$ cat src/rtl/nn_vote_sequencer.sv
// Sequencer for the QuantCNN wrapper: launches one inference per frame, times out hung runs,
// and publishes a majority vote over the last DEPTH accepted predictions.
module nn_vote_sequencer #(
    parameter int NUM_CLASSES = 10,
    parameter int CLASS_W     = 4,
    parameter int DEPTH       = 8,
    parameter int THRESH      = 5,
    parameter int TO_W        = 24,
    parameter int TIMEOUT     = 5000000
) (
    input  logic               CLK,
    input  logic               RST,
    input  logic               enable,
    input  logic               cfg_resize,
    input  logic               cfg_bin,
    input  logic               frame_tick,
    input  logic [31:0]        nn_data,
    input  logic               nn_en,
    output logic [31:0]        nn_arg,
    output logic [CLASS_W-1:0] class_out,
    output logic [CLASS_W:0]   class_votes,
    output logic               class_valid,
    output logic               class_upd,
    output logic               busy,
    output logic [7:0]         err_timeout,
    output logic [7:0]         err_reject,
    output logic [2:0]         dbg_state
);

    localparam int PTR_W  = (DEPTH > 1) ? $clog2(DEPTH) : 1;
    localparam int FILL_W = PTR_W + 1;
    localparam logic [CLASS_W:0] CNT_ONE = 1;

    typedef enum logic [2:0] {
        S_IDLE = 3'd0,
        S_ARM  = 3'd1,
        S_CLR  = 3'd2,
        S_WAIT = 3'd3,
        S_VOTE = 3'd4
    } state_t;

    state_t             state_q, state_d;
    logic [TO_W-1:0]    to_cnt_q, to_cnt_d;
    logic [3:0]         arg_q, arg_d;
    logic [CLASS_W-1:0] pred_q, pred_d;
    logic               rej_q, rej_d;
    logic [CLASS_W-1:0] hist_q [DEPTH];
    logic [CLASS_W-1:0] hist_d [DEPTH];
    logic [PTR_W-1:0]   wr_ptr_q, wr_ptr_d;
    logic [FILL_W-1:0]  fill_q, fill_d;
    logic [CLASS_W:0]   cnt_q [NUM_CLASSES];
    logic [CLASS_W:0]   cnt_d [NUM_CLASSES];
    logic [CLASS_W-1:0] cls_q, cls_d;
    logic [CLASS_W:0]   votes_q, votes_d;
    logic               valid_q, valid_d;
    logic               upd_q, upd_d;
    logic [7:0]         err_to_q, err_to_d;
    logic [7:0]         err_rej_q, err_rej_d;

    logic               push;
    logic               full;
    logic [CLASS_W-1:0] oldest;
    logic [CLASS_W-1:0] best_idx;
    logic [CLASS_W:0]   best_cnt;

    // Run control: nn_en wins over an expiring timeout in the same WAIT cycle.
    always_comb begin
        state_d   = state_q;
        to_cnt_d  = to_cnt_q;
        pred_d    = pred_q;
        rej_d     = rej_q;
        err_to_d  = err_to_q;
        err_rej_d = err_rej_q;
        push      = 1'b0;
        case (state_q)
            S_IDLE: if (frame_tick && enable) state_d = S_ARM;
            S_ARM:  state_d = S_CLR;
            S_CLR: begin
                state_d  = S_WAIT;
                to_cnt_d = '0;
            end
            S_WAIT: begin
                if (nn_en) begin
                    state_d = S_VOTE;
                    pred_d  = nn_data[CLASS_W-1:0];
                    rej_d   = (nn_data >= 32'(NUM_CLASSES));
                end else if (to_cnt_q == TO_W'(TIMEOUT - 1)) begin
                    state_d = S_IDLE;
                    if (err_to_q != 8'hFF) err_to_d = err_to_q + 8'd1;
                end else begin
                    to_cnt_d = to_cnt_q + TO_W'(1);
                end
            end
            S_VOTE: begin
                state_d = S_IDLE;
                if (rej_q) begin
                    if (err_rej_q != 8'hFF) err_rej_d = err_rej_q + 8'd1;
                end else begin
                    push = 1'b1;
                end
            end
            default: state_d = S_IDLE;
        endcase
    end

    // History ring: when full, the write pointer addresses the oldest entry.
    always_comb begin
        full     = (fill_q == FILL_W'(DEPTH));
        oldest   = hist_q[wr_ptr_q];
        hist_d   = hist_q;
        wr_ptr_d = wr_ptr_q;
        fill_d   = fill_q;
        if (push) begin
            hist_d[wr_ptr_q] = pred_q;
            wr_ptr_d         = wr_ptr_q + PTR_W'(1);
            if (!full) fill_d = fill_q + FILL_W'(1);
        end
        for (int i = 0; i < NUM_CLASSES; i++) begin
            cnt_d[i] = cnt_q[i];
            if (push && pred_q == CLASS_W'(i)) cnt_d[i] = cnt_d[i] + CNT_ONE;
            if (push && full && oldest == CLASS_W'(i)) cnt_d[i] = cnt_d[i] - CNT_ONE;
        end
    end

    // Argmax over the post-push counts; strict compare keeps the lowest index on ties.
    always_comb begin
        best_idx = '0;
        best_cnt = cnt_d[0];
        for (int i = 1; i < NUM_CLASSES; i++) begin
            if (cnt_d[i] > best_cnt) begin
                best_idx = CLASS_W'(i);
                best_cnt = cnt_d[i];
            end
        end
        cls_d   = cls_q;
        votes_d = votes_q;
        valid_d = valid_q;
        upd_d   = push;
        if (push) begin
            cls_d   = best_idx;
            votes_d = best_cnt;
            valid_d = (best_cnt >= (CLASS_W+1)'(THRESH));
        end
        arg_d = {cfg_bin, cfg_resize, (state_d == S_ARM), (enable || (state_d != S_IDLE))};
    end

    always_ff @(posedge CLK) begin
        if (RST) begin
            state_q   <= S_IDLE;
            to_cnt_q  <= '0;
            arg_q     <= '0;
            pred_q    <= '0;
            rej_q     <= 1'b0;
            wr_ptr_q  <= '0;
            fill_q    <= '0;
            cls_q     <= '0;
            votes_q   <= '0;
            valid_q   <= 1'b0;
            upd_q     <= 1'b0;
            err_to_q  <= '0;
            err_rej_q <= '0;
            for (int i = 0; i < DEPTH; i++) hist_q[i] <= '0;
            for (int i = 0; i < NUM_CLASSES; i++) cnt_q[i] <= '0;
        end else begin
            state_q   <= state_d;
            to_cnt_q  <= to_cnt_d;
            arg_q     <= arg_d;
            pred_q    <= pred_d;
            rej_q     <= rej_d;
            wr_ptr_q  <= wr_ptr_d;
            fill_q    <= fill_d;
            cls_q     <= cls_d;
            votes_q   <= votes_d;
            valid_q   <= valid_d;
            upd_q     <= upd_d;
            err_to_q  <= err_to_d;
            err_rej_q <= err_rej_d;
            hist_q    <= hist_d;
            cnt_q     <= cnt_d;
        end
    end

    assign nn_arg      = {28'b0, arg_q};
    assign class_out   = cls_q;
    assign class_votes = votes_q;
    assign class_valid = valid_q;
    assign class_upd   = upd_q;
    assign busy        = (state_q != S_IDLE);
    assign err_timeout = err_to_q;
    assign err_reject  = err_rej_q;
    assign dbg_state   = state_q;

endmodule

$ cat config.mk
export PLATFORM = sky130hd
export DESIGN_NAME = nn_vote_sequencer
export DESIGN_NICKNAME = d
export VERILOG_FILES = /design/src/rtl/nn_vote_sequencer.sv
export SDC_FILE = /design/constraint.sdc
export NUM_CORES = 1
export LEC_CHECK = 0
export CAP_MARGIN = 20
export CORE_MARGIN = 4
export CORE_UTILIZATION = 33
export DETAILED_ROUTE_END_ITERATION = 10
export GPL_TIMING_DRIVEN = 0
export PLACE_DENSITY = 0.63
export SETUP_SLACK_MARGIN = 0.4
export SLEW_MARGIN = 20
export SYNTH_ARGS = -nofsm -noshare
export SYNTH_HDL_FRONTEND = slang
export SYNTH_SLANG_ARGS = --single-unit
$ cat constraint.sdc
create_clock -name CLK -period 29.4 [get_ports CLK]
set_input_delay 7.35 -clock CLK [delete_from_list [all_inputs] [get_ports CLK]]
set_output_delay 7.35 -clock CLK [all_outputs]
set_load 0.02 [all_outputs]
==> results of run 1 <==
[how the worst max path moves through the flow]
| stage | depth (start not counted) | start | to |
|---|---|---|---|
| 2_1_floorplan | 84 | wr_ptr_q[2] | class_valid |
| 3_3_place_gp | 83 | wr_ptr_q[2] | class_valid |
| 3_5_place_dp | 83 | wr_ptr_q[2] | class_valid |
| 4_1_cts | 83 | wr_ptr_q[2] | class_valid |
| 5_1_grt | 83 | wr_ptr_q[2] | class_valid |
| 6_report | 83 | wr_ptr_q[2] | class_valid |
[registers in the layout (all words and copies together), names as in the netlist]
register,count
arg_q,4
class_out,4
class_upd,1
class_valid,1
class_votes,5
cnt_q,50
dbg_state,3
err_reject,8
err_timeout,8
fill_q,4
hist_q,32
pred_q,4
rej_q,1
to_cnt_q,24
wr_ptr_q,3
[cell families after synthesis]
logic type,count (synthesis),share of synthesized area [%]
XOR/XNOR,114,9.95
flip-flops,152,30.3
other,1,0.0374
adder cells (fa/ha/maj),68,8.47
multiplexers,71,8.08
AND/OR/NAND/NOR,519,26.0
buffers and inverters,111,5.32
AO/OA/AOI/OAI,177,11.8
[cell type report]
cell class,instances,area [um^2],share of cell area [%]
flip-flops and latches,152,3040,25.4
inverters,39,146,1.22
clock buffers,17,425,3.55
plain buffers,72,388,3.24
repair buffers,73,731,6.10
well taps,390,488,4.07
clock inverters,15,170,1.42
multi-input cells,977,6590,55.0
[layer usage]
| layer | routed length, um | GRT usage [%] | up-vias |
|---|---|---|---|
| li1 | - | - | 4508 |
| met1 | 12200 | 20.1 | 4142 |
| met2 | 12400 | 26.8 | 201 |
| met3 | 1540 | 3.75 | 36 |
| met4 | 471 | 5.07 | 0 |
| met5 | 0 | 0 | - |
[report_power, final]
group          internal [mW]  total [mW]  switching [mW]
registers              0.207       0.208        0.000811
clock network          0.114       0.221           0.107
logic                  0.117       0.314           0.196
total                  0.439       0.742           0.304
[worst min-delay path, cell delays in order (launching register included)]
cell and delay, ns:
dfxtp_1 0.31, nand2_1 0.05, a21oi_1 0.05
[through the flow]
| step | instances | power (mW) | setup slack, ns |
|---|---|---|---|
| after floorplan | 1240 | 0.446 | 12.62 |
| final | 1735 | 0.742 | 8.87 |
| after detailed placement | 1703 | 0.521 | 9.05 |
| after global placement | 1703 | 0.517 | 9.25 |
| after CTS | 1735 | 0.743 | 8.95 |
| after global routing | 1735 | 0.793 | 7.33 |
[cell usage in the layout (no fill, tap or decap), types with 5 or more instances in the layout]
cell type          n
a211oi_1           5
a21o_1             8
a21oi_1           51
a31oi_1           11
and2_1            11
and3_1            11
and4_1            11
buf_1              8
buf_4             28
clkbuf_1          31
clkbuf_16         17
clkdlybuf4s50_1   73
conb_1            28
dfxtp_1          152
ha_1              68
inv_1             39
inv_6              5
mux2_2            14
mux2i_1           49
mux4_2             6
nand2_1           91
nand2b_1          11
nand3_1           40
nand4_1           35
nand4b_1           5
nor2_1           184
nor2b_1           26
nor3_1            26
nor4_1            17
nor4_2             5
nor4b_1            8
o21a_1            18
o21ai_0           30
o22ai_1            6
or2_2              6
or3_1             11
or4_1              6
xnor2_1           56
xor2_1            58
==> results_dict.tcl, run 1 <==
set metrics [dict create \
    required_ns 29.70 \
    routedWlPerCell_um 15.3 \
    slew_headroom_pct 26.5 \
    cts_hold_buf 0 \
    place_hpwl_um 20700 \
    hold_violations 0 \
    worstSkewPairLatency_ns 0.45 \
    worstPathArrival_ns 20.83 \
    cts_resized 0 \
    critPathKind "flop to flop" \
    ant_nets 0 \
    tritoncts "done" \
    first_pass_iters 5 \
    worstHoldStart "class_votes[0]" \
    dieArea_mm2 0.0333 \
    grt_pass1_wl_um 43100 \
    finalSetupViolCount 0 \
    place.gp.congestion 0.873 \
    vias 8887 \
    rsz0062_at_grt "false" \
    min_path_type "flop to flop" \
    clock_skew_ns 0.0227 \
    power.density_mw_per_mm2 62.0 \
    min_period_ns 20.53 \
    critical_path.slowest_cell "a2111oi_1" \
    ys_ff_latch 152 \
    core-area_mm2 0.0298 \
    die_h_um 182 \
    rows 63 \
    reg2reg_depth 83 \
    fmax_mhz 48.7 \
    root_buffer "clkbuf_16" \
    netlist.top_cell.by_area "dfxtp_1" \
    synth_ff_type "dfxtp_1" \
    antenna_found_initial 0 \
    io_pins 102 \
    layout.nets 1439 \
    htreeDepth 4 \
    antennaDiodeCount 0 \
    post_cts_buffers 0 \
    drv_slew 0 \
    r2r-start "wr_ptr_q[2]" \
    drc 0 \
    yosysWarningCount 0 \
    final_area_mm2 0.0120 \
    nFillCells 3066 \
    tns_ns 0 \
    crit_path_max_incr_delay_ns 0.79 \
    syn_to_final_growth_pct 19.3 \
    finish.utilization_pct 40.2 \
    whs_path_depth 2 \
    synth.distinct_cells 78 \
    grt-ovfl-total 0 \
    final_layout_size_suffix_gt1_share_pct 8.62 \
    grt_pass1_vias 8468 \
    routed_wl_um 26600 \
    synth.top_cell.area_share_pct 30.3 \
    cp_num_buf_inv 6 \
    timing.hold.ws_ns 0.460 \
    cts.path.max_buffers 2 \
    io_buffers 73 \
    numCtsBuffers 17 \
    syn_inst 1213 \
    start_kind "flop" \
    crit_top_cell "o21a_1" \
    synth_edf_count 0 \
    place_area_mm2 0.0114 \
    chipWidth_um 182 \
    maxCapViolCount 0 \
    initial_core_util_pct 33.7 \
    yosysMostFrequentCell "nor2_1" \
    irDropWorstVdd_mv 0.0770 \
    r2r-end "class_valid" \
    critPathCaptureType "flop" \
    synthesis.area_mm2 0.0100 \
    grt_start_max_net_pins 19 \
    seq_area_frac_synth_pct 30.3 \
    grt_usage_pct 15.9 \
    drtIter0Drc 488 \
    post-route-period-util_pct 69.8 \
    status "finished, final reports clean" \
    worstMarginPinSlew_ns 1.10 \
    cts_num_sinks 152 \
    path_clk_slew_ns 0.07 \
    worstHoldEndpoint "class_votes[0]" \
    synth.area.top_cells "dfxtp_1 30%, ha_1 8.5%, nor2_1 6.9%" \
    cpLargestDelayFamily "compound AO/OA/AOI/OAI gates" \
    synth_common_cells "184 x nor2_1, 152 x dfxtp_1, 91 x nand2_1, 68 x ha_1, 58 x xor2_1" \
    avgSynthCellArea_um2 8.28 \
    leakagePower_nw 4.61 \
    ys_async_sr_fraction_pct 0 \
    vias_per_cell 5.12 \
    critPathMaxFanout 10 \
    r2r_slack_ns 8.87 \
]
Note: power is estimated with default switching activity, not from simulation.
==> run 2, diff against run 1 <==
- clock period: 29.4 -> 18.9 ns (I/O delays scaled with it)
==> run 2 against run 1 <==
Combinational power is 75% higher; clock skew is 0.00083 ns higher; via count is 1.3% higher; final area is 2.5% higher; worst hold slack better by 0.00081 ns; power is 64% higher; largest cell class unchanged.
==> results_dict.tcl, run 2 (synthesis gave the netlist of run 1 again) <==
set metrics [dict create \
    busiest_layer "met2" \
    hold_violations 0 \
    critPathKind "flop to flop" \
    final_layout_size_suffix_gt1_share_pct 11.7 \
    min_path_type "flop to flop" \
    numCtsBuffers 17 \
    finalSetupViolCount 0 \
    grt_usage_pct 16.0 \
    drv_slew 0 \
    fmax_mhz 56.6 \
    antennaDiodeCount 0 \
    initial_core_util_pct 33.7 \
    clock_skew_ns 0.0235 \
    layout.nets 1448 \
    use_met2_pct 27.2 \
    root_buffer "clkbuf_16" \
    path_clk_slew_ns 0.07 \
    placed_cells 1703 \
    cts_num_sinks 152 \
    cts.path.max_buffers 2 \
    grt_pass1_wl_um 43400 \
    rsz0062_at_grt "false" \
    rows 63 \
    syn_to_final_growth_pct 22.4 \
    tns_ns 0 \
    critical_path.slowest_cell "mux4_2" \
    worstPathArrival_ns 17.96 \
    routed_wl_um 27000 \
    grt-ovfl-total 0 \
    first_pass_iters 5 \
    finish.utilization_pct 41.2 \
    chipWidth_um 182 \
    cp_num_buf_inv 7 \
    status "finished, final reports clean" \
    post-route-period-util_pct 93.4 \
    drtIter0Drc 459 \
    core-area_mm2 0.0298 \
    htreeDepth 4 \
    crit_top_cell "o21a_1" \
    critPathMaxFanout 10 \
    place_hpwl_um 20700 \
    power.density_mw_per_mm2 99.1 \
    mostFrequentLayoutCell "nor2_1" \
    biggestRegsByFlops "cnt_q (50), hist_q (32), to_cnt_q (24)" \
    final_cells 1744 \
    required_ns 19.20 \
    routedWlPerCell_um 15.5 \
    grt.met1_usage_pct 20.2 \
    slew_headroom_pct 31.2 \
    irDropWorstVdd_mv 0.119 \
    largest_register "cnt_q" \
    grt_pass1_vias 8574 \
    crit_path_max_incr_delay_ns 0.55 \
    leakagePower_nw 4.71 \
    cpLargestDelayFamily "compound AO/OA/AOI/OAI gates" \
    grt_start_max_net_pins 19 \
    io_pins 102 \
    largest_reg_flops 50 \
    vias 9003 \
    vias_per_cell 5.16 \
    die_h_um 182 \
    final_cell_mix "182 x nor2_1, 151 x dfxtp_1, 89 x nand2_1, 73 x clkdlybuf4s50_1, 68 x ha_1" \
    gr-usage-met3_pct 3.65 \
    cts_hold_buf 0 \
    min_period_ns 17.65 \
    critPathCaptureType "flop" \
    antenna_found_initial 0 \
    ant_nets 0 \
    io_buffers 73 \
    dieArea_mm2 0.0333 \
    place.gp.congestion 0.873 \
    drc 0 \
    worstSkewPairLatency_ns 0.45 \
    start_kind "flop" \
    worstMarginPinSlew_ns 1.02 \
    maxCapViolCount 0 \
    tritoncts "done" \
]
==> run 2: cell types whose count changed in the layout (fill, tap and decap cells not counted), sizes merged <==
cell	before	now
buf	41	50
==> run 2: layer usage <==
metal / up-vias / wire length, um
li1: 4520 / -
met1: 4197 / 12200
met2: 239 / 12600
met3: 47 / 1630
met4: 0 / 559
met5: - / 0
==> run 2: layout make-up <==
type	count	area [um^2]
fillers	3029	17500
inverters	39	146
well taps	390	488
plain buffers	72	405
clock inverters	15	170
repair buffers	82	798
clock buffers	17	425
multi-input cells	977	6810
flip-flops and latches	152	3040
==> run 2: worst paths after layout <==
| kind | slack, ns | depth (start not counted) | end | from |
|---|---|---|---|---|
| max | 1.25 | 83 | class_valid | wr_ptr_q[1] |
| min | 0.46 | 2 | class_votes[0] | class_votes[0] |
| max reg2reg | 1.25 | 83 | class_valid | wr_ptr_q[1] |
| min reg2reg | 0.46 | 2 | class_votes[0] | class_votes[0] |
==> run 2: metrics by stage <==
step                      power (mW)  setup slack, ns  hold slack (ns)  area (um^2)
after CTS                       1.19            0.482            0.468        12100
final                           1.22             1.25            0.461        12300
after floorplan                0.694             2.12            0.449        10100
after detailed placement       0.811            -1.45            0.456        11400
after global routing            1.29            0.387            0.506        12300
after global placement         0.804            -1.25            0.447        11400
==> run 2: repair_timing <==
| item | CTS | global route |
|---|---|---|
| setup endpoints to repair | 10 | 10 |
| hold endpoints to repair | 0 | 0 |
| pin swaps | 2 | 12 |
| gates resized for setup | 30 | 29 |
| setup buffers | 2 | 7 |
==> run 2: worst reg2reg max path: cells and delay by family, from the launching register on <==
kind / cells / cell delay, ns
AO/OA/AOI/OAI: 37 / 7.56
AND/OR/NAND/NOR: 25 / 4.36
adder cells (fa/ha/maj): 9 / 2.42
multiplexers: 4 / 1.48
buffers and inverters: 7 / 1.21
flip-flops: 1 / 0.33
XOR/XNOR: 1 / 0.14
==> run 2: power breakdown <==
part           internal [mW]  total (mW)  switching (mW)
Sequential             0.322       0.323         0.00132
Combinational          0.212       0.551           0.338
Clock                  0.178       0.343           0.165
Total                  0.712        1.22           0.505
==> edit 1 (config.mk and constraints of run 2) <==
Change the parameter `DEPTH` from 8 to 16.
--- a/src/rtl/nn_vote_sequencer.sv
+++ b/src/rtl/nn_vote_sequencer.sv
@@ -3,7 +3,7 @@
 module nn_vote_sequencer #(
     parameter int NUM_CLASSES = 10,
     parameter int CLASS_W     = 4,
-    parameter int DEPTH       = 8,
+    parameter int DEPTH       = 16,
     parameter int THRESH      = 5,
     parameter int TO_W        = 24,
     parameter int TIMEOUT     = 5000000
Check against the original RTL: same outputs for any inputs over 10 cycles, from zero or initial values and one cycle with RST high; that may be too few to reach the edited logic, so the function may still have changed.
==> edit 1 against run 2 <==
- clock power grew 9.6%
- area after synthesis grew 20%
- design area grew 18%
- worst setup slack worse by 0.067 ns
- total power up 33%
- highest routed layer unchanged
- sequential share of layout area rose by 0.83 points
- core utilization down 0.61 points
- synthesized cell count increased by 17%
- wire length up 21%
- sequential cell count increased by 34
- largest power group unchanged
- sequential power rose by 22%
==> edit 1: results (changes against run 2) <==
* Status: complete, no violations
* Worst clock skew at 0.01023 ns (-0.01330 ns)
* Post-synthesis sequential area ratio at 30.89% (+0.58 points)
* Met1 Use GR at 20.62% (+0.38 points)
* Leakage at 5.872 nW (+25%)
* Worst Hold Class: flop to flop
* Layout cells sized above 1 at 12.14% (+0.47 points)
* Clk Tree Root Cell: clkbuf_16
* Met2 WL at 15410 um (+22%)
* Post-Syn Instances at 1417 (+17%)
* Met3 wire len at 1678 um (+2.8%)
* Hold-fix buffers, CTS at 0 (unchanged)
* Slowest stage delay, CP at 0.55 ns (about the same)
* Initial antenna violation count at 0 (unchanged)
* Total track usage at 16.18% (+0.16 points)
* Gpl congestion at 0.8937 (+2.4%)
* Initial DRC Count at 790 (+72%)
* Clk slew on worst S/H paths at 0.07 ns (about the same)
* Met1 wire length at 14650 um (+20%)
* Peak VDD IR at 0.0001821 V (+52%)
* Top Metal Used: met4
* Distinct cells, synth at 83 (+6.4%)
* Num CTS Buffers at 17 (unchanged)
* Via Count at 10.56k (+17%)
* M2 GR Usage at 27.34% (+0.14 points)
* # H-tree levels at 4 (unchanged)
* Detailed Place HPWL at 24610 um (+19%)
* First-pass GRT wire length at 51850 um (+19%)
* Worst-path fanout max at 10 (unchanged)
* Clock buffer depth at 2 (unchanged)
* Post-DP Area at 13450 um2 (+18%)
* Vias in the first global route at 10.07k (+17%)
* Largest regs: hist_q (64), cnt_q (50), to_cnt_q (24)
* Dominant cells by area after synthesis: dfxtp_1 31%, ha_1 7.6%, mux2i_1 7.6%
* Slew @ Worst Pin at 1.088 ns (+0.06341 ns)
* Final non-filler cell total at 2026 (+16%)
* Arrival time at the worst endpoint at 18.07 ns (+0.11 ns)
* Fill cells at 3547 (+17%)
* # port buffers at 72 (-1.4%)
* Ant diodes at 0 (unchanged)
* Setup WS pre-CTS at -1.617 ns (-0.1686 ns)
* Met3 usage at 3.305% (-0.34 points)
* Clock latency on the worst-skew pair at 0.44 ns
* CP max stage cell: mux4_2
* Most frequent cells after synthesis: 207 x nor2_1, 186 x dfxtp_1, 109 x nand2_1
* Largest net degree at the start of global routing at 17 (-2)
* Layout net count at 1665 (+15%)
* Drt total wl at 32690 um (+21%)
* Most used routing layer in global routing: met2
[edit 1: cells by family (layout without fill, tap and decap cells)]
| family | Yosys count | count (layout) | synth area share (%) |
|---|---|---|---|
| mux | 117 | 117 | 11.54 |
| fa+ha+maj | 73 | 73 | 7.578 |
| buf+inv | 126 | 247 | 4.972 |
| simple gates | 594 | 594 | 24.44 |
| flops | 186 | 186 | 30.89 |
| compound gates | 195 | 195 | 11.46 |
| xor+xnor | 125 | 125 | 9.083 |
| other cells | 1 | 28 | 0.03111 |
[edit 1: final timing paths]
kind / from / end / slack [ns] / cells after the start
worst max-delay path: wr_ptr_q[1] / class_valid / 1.18 / 87
worst min-delay path: class_votes[0] / class_votes[0] / 0.46 / 2
worst max register to register: wr_ptr_q[1] / class_valid / 1.18 / 87
worst min register to register: class_votes[0] / class_votes[0] / 0.46 / 2
[edit 1: layout make-up]
cell class | instances | area, um2 | area share [%]
well taps | 461 | 576.8 | 3.963
flip-flops and latches | 186 | 3727 | 25.61
clock buffers | 19 | 442.9 | 3.043
clock inverters | 12 | 163.9 | 1.126
multi-input cells | 1132 | 8153 | 56.02
plain buffers | 87 | 488.0 | 3.353
repair buffers | 90 | 855.8 | 5.880
inverters | 39 | 146.4 | 1.006
[edit 1: power by group]
group          internal [W]  switching (W)  leakage, nW
clock              0.000213       0.000163        0.288
sequential         0.000393     0.00000202         1.50
combinational      0.000362       0.000489         4.08
total              0.000969       0.000654         5.87
[edit 1: timing repair]
| action | 4_1_cts | 5_1_grt |
|---|---|---|
| setup buffers | 8 | 10 |
| hold endpoints to repair | 0 | 0 |
| pin swaps | 3 | 11 |
| setup endpoints to repair | 10 | 10 |
| resized for setup | 26 | 65 |
==> edit 2 (config.mk and constraints of run 2) <==
Without the edit above. Make the reset (`RST`) asynchronous in one clocked block.
--- a/src/rtl/nn_vote_sequencer.sv
+++ b/src/rtl/nn_vote_sequencer.sv
@@ -144,7 +144,7 @@
         arg_d = {cfg_bin, cfg_resize, (state_d == S_ARM), (enable || (state_d != S_IDLE))};
     end
 
-    always_ff @(posedge CLK) begin
+    always_ff @(posedge CLK or posedge RST) begin
         if (RST) begin
             state_q   <= S_IDLE;
             to_cnt_q  <= '0;
Formal check against the unedited RTL: differs if RST is asserted again (counterexample within 4 cycles, from zero or initial values and one cycle with RST high); with RST held inactive, the same outputs for 10 cycles.
==> edit 2 against run 2 <==
- worst hold slack improved by 0.017 ns
- design area rose by 3.7%
- non-clock buffer count up 1
- highest routed layer unchanged
- via count is 5.8% lower
- wire length shrank 6.6%
- sequential cell count unchanged
- core utilization down 0.97 points
- area after synthesis increased by 5.7%
- worst setup slack gained 0.43 ns
Power is not shown: default switching activity piles up to over one toggle a cycle in this logic, so the estimate is an artifact.
==> edit 2: results (changes against run 2) <==
* Largest net degree at the start of global routing at 99 (+80)
* Clk slew on worst S/H paths at 0.07 ns (about the same)
* Multi-In Gates at 875 (-10%)
* Status: complete, no violations
* Total track usage at 14.39% (-1.6 points)
* Hold Path Sink: fill_q[3]
* Placed cells at 1613 (-5.3%)
* Post-route cell area at 12740 um2 (+3.7%)
* Post-synthesis sequential area ratio at 35.84% (+5.5 points)
* Distinct cells, synth at 82 (+5.1%)
* Vias in the first global route at 8373 (-2.3%)
* Post-DP Area at 12000 um2 (+5.5%)
* Met2 WL at 12210 um (-3.5%)
* Signal buf overhead at 9.674% (-0.12 points)
* Post-CTS Repair Setup Buffers at 0 (-2)
* Worst clock skew at 0.02101 ns (-0.002529 ns)
* Via Count at 8480 (-5.8%)
* Slowest stage delay, CP at 0.53 ns (-0.02 ns)
* Max-slew headroom at 40.93% (+9.8 points)
* Seq cells at 152 (unchanged)
* Worst reg-to-reg setup slack at 1.68 ns (+0.43 ns)
* Worst setup startpoint: wr_ptr_q[0]
* Fill cells at 3014 (-0.50%)
* Detailed Place HPWL at 19220 um (-7.3%)
* Inverters at 41 (+5.1%)
* Hold slack final at 0.4779 ns (+0.01689 ns)
* Met3 usage at 2.034% (-1.6 points)
* Met1 wire length at 11790 um (-3.1%)
* Gpl congestion at 0.8569 (-1.8%)
* Initial DRC Count at 350 (-24%)
* Met3 wire len at 739 um (-55%)
* Reg2Reg Depth at 90 (+8.4%)
* Layout net count at 1349 (-6.8%)
* Most frequent cells after synthesis: 152 x dfrtp_1, 98 x nand2_1, 80 x nor2_1
* Setup WS pre-CTS at -0.4636 ns (+0.9845 ns)
* Arrival time at the worst endpoint at 17.56 ns (-0.40 ns)
* Final WS setup at 1.679 ns (+0.4328 ns)
* # resized after CTS at 7 (-77%)
* Post-synth ARST share at 100.0% (+100 points)
* Worst hold stages at 1 (-1)
* WL/cell at 15.23 um (-1.7%)
* Seq area share at 29.86% (+5.1 points)
* Final-layout clock-cell area share at 4.596% (-0.25 points)
* Post-Syn Instances at 1109 (-8.6%)
* Met1 Use GR at 19.27% (-0.97 points)
* M2 GR Usage at 23.98% (-3.2 points)
* Bufs w/o clock at 155 (+0.65%)
* Hold Crit Start: fill_q[3]
* Clock buffer cells at 18 (+1)
## edit 2: cell types whose count changed in the layout (fill, tap and decap cells not counted), sizes merged, moves of 14 or more
cell | run 2 | this run
mux2i | 51 | 28
dfrtp | 0 | 152
o21ai | 35 | 49
a21oi | 51 | 36
nor3 | 26 | 12
nor2 | 184 | 81
mux2 | 14 | 50
dfxtp | 152 | 0
## edit 2: kinds of logic (layout without fill, tap and decap cells)
kind of cell	count (synthesis)	count (layout)	synth area share [%]
simple gates	400	400	20.00
compound gates	173	173	11.46
flops	152	152	35.84
xor+xnor	122	122	10.07
buf+inv	109	228	4.986
mux	84	84	9.596
fa+ha+maj	68	68	8.016
other cells	1	28	0.03533
## edit 2: critical path: cells and delay by family, from the launching register on
family	cells	cell delay, ns
AOI/OAI and AO/OA	52	9.52
muxes	2	0.73
buffers and inverters	9	1.43
and+or+nand+nor	18	2.70
adders and majority gates	9	2.41
DFF	1	0.35
